`src/rtl/ustream_pkg.sv`:
```
// Shared types and helpers for the unary-stream window controller.
//   state_e  : controller state encoding
//   eff_len  : maps a window length field to its effective cycle count
//              (a zero field selects the full 2^bw window)
package ustream_pkg;

  typedef enum logic [1:0] {
    IDLE = 2'd0,
    RUN  = 2'd1,
    DONE = 2'd2
  } state_e;

  // Result is wide enough for any bw up to 16; callers cast to their width.
  function automatic logic [16:0] eff_len(input logic [15:0] len, input int unsigned bw);
    logic [16:0] r;
    if (len == 16'd0) r = 17'd1 << bw;
    else              r = {1'b0, len};
    return r;
  endfunction

endpackage

```
`src/rtl/ucnt_sync.sv`:
```
// Up-counter with clear and enable, synchronous active-low reset.
//   clk   : clock
//   rst_n : synchronous reset, active-low
//   en    : count up by one
//   clr   : load zero (wins over en)
//   cnt   : current count
module ucnt_sync #(
  parameter int WIDTH = 5
) (
  input  logic             clk,
  input  logic             rst_n,
  input  logic             en,
  input  logic             clr,
  output logic [WIDTH-1:0] cnt
);

  logic [WIDTH-1:0] cnt_q, cnt_d;

  always_comb begin
    cnt_d = cnt_q;
    if (clr)     cnt_d = '0;
    else if (en) cnt_d = cnt_q + WIDTH'(1);
  end

  always_ff @(posedge clk) begin
    if (!rst_n) cnt_q <= '0;
    else        cnt_q <= cnt_d;
  end

  assign cnt = cnt_q;

endmodule

```
`src/rtl/ustream_win_ctrl.sv`:
```
// Window controller for unary/stochastic bitstream evaluation. Accepts a
// window request, enables the downstream datapath for L cycles while counting
// ones on iBit, then offers the count with a valid/ready handshake.
//   iClk, iRstN         : clock, synchronous active-low reset
//   iStartVld/oStartRdy : window request handshake, iLen = length (0 -> 2^BITWIDTH)
//   iBit                : bitstream sample, counted while oEn=1
//   iAbort              : return to IDLE from any state, highest priority
//   oEn, oClr           : datapath counter enable / clear (clear on accept)
//   oBusy               : window running or result pending
//   oResVld/iResRdy/oRes: result handshake and ones count
//
// state | meaning
// IDLE  | waiting for a request; last result still visible on oRes
// RUN   | window active, counting cycles and ones
// DONE  | result presented, waiting for iResRdy
module ustream_win_ctrl
  import ustream_pkg::*;
#(
  parameter int BITWIDTH = 4
) (
  input  logic                iClk,
  input  logic                iRstN,
  input  logic                iStartVld,
  output logic                oStartRdy,
  input  logic [BITWIDTH-1:0] iLen,
  input  logic                iBit,
  input  logic                iAbort,
  output logic                oEn,
  output logic                oClr,
  output logic                oBusy,
  output logic                oResVld,
  input  logic                iResRdy,
  output logic [BITWIDTH:0]   oRes
);

  localparam int CW = BITWIDTH + 1;

  state_e        state_q, state_d;
  logic [CW-1:0] len_q, len_d;
  logic [CW-1:0] cyc_cnt;
  logic [CW-1:0] ones_cnt;
  logic          accept;
  logic          run_go;
  logic          last_cycle;

  always_ff @(posedge iClk) begin
    if (!iRstN) begin
      state_q <= IDLE;
      len_q   <= '0;
    end else begin
      state_q <= state_d;
      len_q   <= len_d;
    end
  end

  // cyc_cnt counts completed window edges; this edge is the last when it
  // brings the count up to L.
  assign last_cycle = (cyc_cnt + CW'(1)) == len_q;

  always_comb begin
    state_d = state_q;
    len_d   = len_q;
    if (accept) len_d = CW'(eff_len(16'(iLen), BITWIDTH));
    if (iAbort) begin
      state_d = IDLE;
    end else begin
      case (state_q)
        IDLE:    if (iStartVld)  state_d = RUN;
        RUN:     if (last_cycle) state_d = DONE;
        DONE:    if (iResRdy)    state_d = IDLE;
        default: state_d = IDLE;
      endcase
    end
  end

  always_comb begin
    oStartRdy = 1'b0;
    oEn       = 1'b0;
    oBusy     = 1'b0;
    oResVld   = 1'b0;
    case (state_q)
      IDLE: oStartRdy = 1'b1;
      RUN: begin
        oEn   = 1'b1;
        oBusy = 1'b1;
      end
      DONE: begin
        oResVld = 1'b1;
        oBusy   = 1'b1;
      end
      default: ;
    endcase
  end

  assign accept = iStartVld & oStartRdy & ~iAbort;
  assign oClr   = accept;

  // An abort edge must not advance either counter, so the ones count seen on
  // oRes is frozen at its pre-abort value.
  assign run_go = (state_q == RUN) & ~iAbort;

  ucnt_sync #(.WIDTH(CW)) u_cyc_cnt (
    .clk   (iClk),
    .rst_n (iRstN),
    .en    (run_go),
    .clr   (accept | iAbort),
    .cnt   (cyc_cnt)
  );

  ucnt_sync #(.WIDTH(CW)) u_ones_cnt (
    .clk   (iClk),
    .rst_n (iRstN),
    .en    (run_go & iBit),
    .clr   (accept),
    .cnt   (ones_cnt)
  );

  assign oRes = ones_cnt;

endmodule

```
`config.mk`:
```
export PLATFORM = sky130hd
export DESIGN_NAME = ustream_win_ctrl
export DESIGN_NICKNAME = d
export VERILOG_FILES = /design/src/rtl/ustream_pkg.sv /design/src/rtl/ucnt_sync.sv /design/src/rtl/ustream_win_ctrl.sv
export SDC_FILE = /design/constraint.sdc
export NUM_CORES = 1
export LEC_CHECK = 0
export BUFFER_PORTS_ARGS = -buffer_cell sky130_fd_sc_hd__clkbuf_2
export CAP_MARGIN = 20
export CORE_MARGIN = 1
export CORE_UTILIZATION = 55
export DETAILED_ROUTE_END_ITERATION = 8
export GPL_TIMING_DRIVEN = 0
export PLACE_DENSITY = 0.8
export SLEW_MARGIN = 20
export SYNTH_ARGS = -nofsm -noshare
export SYNTH_HDL_FRONTEND = slang
export SYNTH_SLANG_ARGS = --single-unit
```
`constraint.sdc`:
```
create_clock -name iClk -period 2.8 [get_ports iClk]
set_input_delay 0 -clock iClk [delete_from_list [all_inputs] [get_ports iClk]]
set_output_delay 0 -clock iClk [all_outputs]
set_load 0.02 [all_outputs]
```
### Yosys cells after proc, flatten, opt, wreduce, memory -nomap -nowiden

Index checks and enable logic that the tools add are counted.

* add/sub/neg operators: 2
* equality and inequality tests: 6
* multiplexer cells: 9
* bitwise gates (word level): 7
* reductions and logical operators: 7

Operators with widths (count)
* $add 5x1->5 const B: 2
* $reduce_or 2->1: 4
* $mux 2: 3
* $ne 2x2->1 const B: 3
* $pmux 2 s3: 1
* $eq 5x5->1: 1
* $mux 5: 1
* $and 1x1->1: 4
* $logic_not 4->1: 1
* $mux 1: 4
* $reduce_and 3->1: 1
* $eq 2x1->1 const B: 1
* $eq 2x2->1 const B: 1
* $logic_not 2->1: 1
* $not 1->1: 2
* $or 1x1->1: 1

* register bits: 17
* input bits: 10
* word-level logic and storage cells: 35

### Depth between registers and ports, before layout

* word-level depth: 6
* gate-level depth with buffers: 7
* depth with buffers taken out: 6

### Hierarchy

From an unflattened synthesis, not the netlist that was laid out.

* cells, all modules: 101
* area, all modules: 974.7 um2

Modules (own cells, without submodules)
* ustream_win_ctrl: times used 1, cells an instance 55, area each 496.7 um2
* ucnt_sync: times used 2, cells an instance 23, area each 239.0 um2

### Worst setup path after synthesis

OpenSTA, ideal clock, no wires.

* path type: flip-flop to flip-flop
* start point: reg state_q[0]
* end point: reg state_q[0]
* setup time: 0.124 ns
* arrival: 1.461 ns
* required time: 2.676 ns
* path slack: 1.215 ns
* stages on the path, launching flop included: 7
* clock period less this slack: 1.585 ns
* cells stage by stage: dfxtp_1 -> inv_1 -> ha_1 -> nor2b_1 -> a2111oi_4 -> a41oi_1 -> mux2i_1

* longest elaborated chain between the ends: 3
* elaborated cells on any way between the ends: 8

Ends and longest elaborated chain
* start, declared: RTL line ustream_win_ctrl.sv:38 `state_e state_q, state_d;`
* start signal, assigned: RTL line ustream_win_ctrl.sv:51 `state_q <= state_d;`
* $eq 2x1->1, or another cell as far along: RTL line ustream_win_ctrl.sv:67 `case (state_q)`
* $ne 2x2->1 (no source line)
* $reduce_and 3->1 (no source line)

Parallel ways exist; a longest one is shown, timed or not.
A chain may end at the register's enable or synchronous reset.

### Final worst setup path

* start point: reg u_cyc_cnt.cnt_q[0], in the netlist u_cyc_cnt.cnt[0]
* end point: reg state_q[0]

* longest elaborated chain between the ends: 4

Ends and longest elaborated chain
* start, declared: RTL line ucnt_sync.sv:17 `logic [WIDTH-1:0] cnt_q, cnt_d;`
* start signal, assigned: RTL line ucnt_sync.sv:27 `else cnt_q <= cnt_d;`
* $add 5x1->5: RTL line ustream_win_ctrl.sv:58 `assign last_cycle = (cyc_cnt + CW'(1)) == len_q;`
* $eq 5x5->1: RTL line ustream_win_ctrl.sv:58
* $ne 2x2->1 (no source line)
* $reduce_and 3->1 (no source line)

Every way passes these cells.

==> metrics <==
R2R setup slack=1.15 ns; grt ovf=0; final hold vios=0; Synth cell types=23; DRT Pass-1 Iters=2; GRT Util Overall=about a fifth; antenna cells=0; PwrDens=about 410 nW/um2; CTS H-Tree Depth=1; Vias per Instance=5.24; Tmin final=1.65 ns; worst min-delay path class=input port to flip-flop; Slowest cell on crit path=dfxtp_1; # clock sinks=17; period utilization=58.9%; chip height=42.3 um; DR vias=707; Cells after Synth=92; Die Wd=42.3 um; CP top delay family=compound AO/OA/AOI/OAI gates; HP Start=iRstN; antenna viol nets, final=0; CP Buf/Inv Count=0; Placement Cell Area=between 1000 and 1500 um2; peak supply drop=around 350 uV; # setup viols final=0; clock buffer count from CTS=3; Worst-Skew Late Latency=0.29 ns; startpoint types=flip-flop; syn_nets=107; Pwr Total=445 uW; detailed router's first-iteration violation count=7; CP required=just under 3 ns; leakage power=approximately 0.00047 uW; Final Non-Filler Cells=135; worst-path cell chain=ha_1 > xor2_1 > a2111oi_4 > a41oi_1 > mux2i_1; crit-path max FO=5; maximum clock path buffer count=2; Tightest Pin Transition=0.385 ns; max cap viols=0; GP Congestion=0.788; CP endpoint kind=flip-flop; CTS tree=done; CP Depth=5; largest net degree at the start of global routing=11; Post-Syn Area=892 um2; Post-CTS Resized=0; Yosys reg bits=17; reg2reg end=state_q[0]$_SDFFE_PP0P_; Mean Syn Cell Area=between 9 and 10 um2; most common cell after layout, fill and taps aside=clkbuf_2; Post-synth ARST share=0%; slowest stage delay, CP=about 0.44 ns; vias in the first global route=688; Top FF cell, synth=dfxtp_1; Max Freq=606 MHz; Detailed Route WL=1.56 mm; Final Instance Area=1070 um2; most frequent cells in the layout=19 x clkbuf_2, 17 x dfxtp_1, 10 x nor2_1; Cell Rows=14; number of synthesized flops with an enable pin=0; sequential cell area fraction in the yosys report=a little under two fifths; RSZ-0062 raised after global routing=no; critical path arrival=1.83 ns; WHS Path Cells=2; DPL Wire Length=1.19 mm; outcome=finished, final reports clean; TNS Setup=0 ns; PortBufs=19; yosys warns=0; Starting Density=59.2%; Fin Clk Skew=a little under 0.007 ns; Cells after DPL=127; first-pass GRT wire length=2.76 mm; DR DRC count=0; R2R depth=5; clock transition at the registers of the reported paths=around 0.10 ns; Root Driver=clkbuf_4; I/O Pins=20; Crit Path Category=flip-flop to flip-flop; Avg WL per Cell=11.6 um; full die area=1790 um2; Pins Over Slew Limit=0; initial antenna violation count=0; Slew HR=74.3%; Layout Nets=135; Reg-to-Reg Start=u_cyc_cnt.cnt[0]$_SDFFE_PP0P_; Layout area overhead=20.5%; ratio of cells with drive above 1 in the final layout=22.7%; Core Footprint=1510 um2; hold path endpoint=len_q[2]$_SDFFE_PN0P_
==> worst max path at each step <==
stage	end	slack (ns)	start
after floorplan	state_q[0]$_SDFFE_PP0P_	1.22	state_q[0]$_SDFFE_PP0P_
after global placement	state_q[0]$_SDFFE_PP0P_	1.18	u_cyc_cnt.cnt[0]$_SDFFE_PP0P_
after detailed placement	state_q[0]$_SDFFE_PP0P_	1.15	u_cyc_cnt.cnt[0]$_SDFFE_PP0P_
after CTS	state_q[0]$_SDFFE_PP0P_	1.15	u_cyc_cnt.cnt[0]$_SDFFE_PP0P_
after global routing	state_q[0]$_SDFFE_PP0P_	1.09	u_cyc_cnt.cnt[0]$_SDFFE_PP0P_
final	state_q[0]$_SDFFE_PP0P_	1.15	u_cyc_cnt.cnt[0]$_SDFFE_PP0P_
==> layer usage <==
metal	part of all wire (%)	vias up	global-route usage, %
li1	-	367	-
met1	46	320	23.6
met2	49	16	36.0
met3	2.4	4	2.59
met4	2.6	0	13.1
met5	0	-	0
==> where the power goes <==
part	internal [uW]	switching, uW	leakage, uW
clock	53.1	75.6	0.0000177
sequential	247	4.06	0.000138
combinational	29.9	36.0	0.000317
==> stage by stage <==
| step | setup WS, ns | hold WS (ns) | util [%] |
|---|---|---|---|
| final | 1.15 | 0.0163 | 71.3 |
| after global routing | 1.09 | 0.0111 | 71.3 |
| after CTS | 1.15 | 0.00758 | 71.3 |
| after detailed placement | 1.15 | 0.274 | 66.9 |
| after global placement | 1.18 | 0.265 | 66.9 |
| after floorplan | 1.22 | 0.122 | - |
==> layout make-up <==
| cell class | count | area, um2 |
|---|---|---|
| flip-flops and latches | 17 | 340 |
| fillers | 123 | 432 |
| clock inverters | 1 | 5.00 |
| inverters | 4 | 15.0 |
| clock buffers | 3 | 22.5 |
| plain buffers | 2 | 11.3 |
| repair buffers | 23 | 135 |
| well taps | 16 | 20.0 |
| multi-input cells | 69 | 526 |
==> cell usage after synthesis (all sizes together), types with 2 or more instances <==
master  count  area share (%)
dfxtp      17              38
xnor2       8             7.9
nand2       8             3.4
ha          5             7.0
nand3       2             1.1
nor2       10             4.2
nor2b       7             4.9
inv         4             1.7
mux2i       7             7.9
xor2        8             8.7
nand4       4             2.8
a41oi       2             2.0
==> what timing repair did <==
item | 4_1_cts | 5_1_grt
setup buffers | 0 | 0
hold buffers | 4 | 0
endpoints found under the setup margin | 0 | 0
hold endpoints to repair | 4 | 0
==> sequential cells by signal, summed over array words and instances, names as in the netlist <==
name	count
len_q	5
u_cyc_cnt.cnt	5
u_ones_cnt.cnt	5
state_q	2
==> logic make-up after synthesis <==
logic type               count (synthesis)  synth area share (%)
adder cells (fa/ha/maj)                  5                  7.01
AND/OR/NAND/NOR                         36                  21.0
flip-flops                              17                  38.1
buffers and inverters                    6                  2.94
multiplexers                             7                  7.85
AO/OA/AOI/OAI                            5                  6.45
XOR/XNOR                                16                  16.6
(Power assumes the default switching activity.)
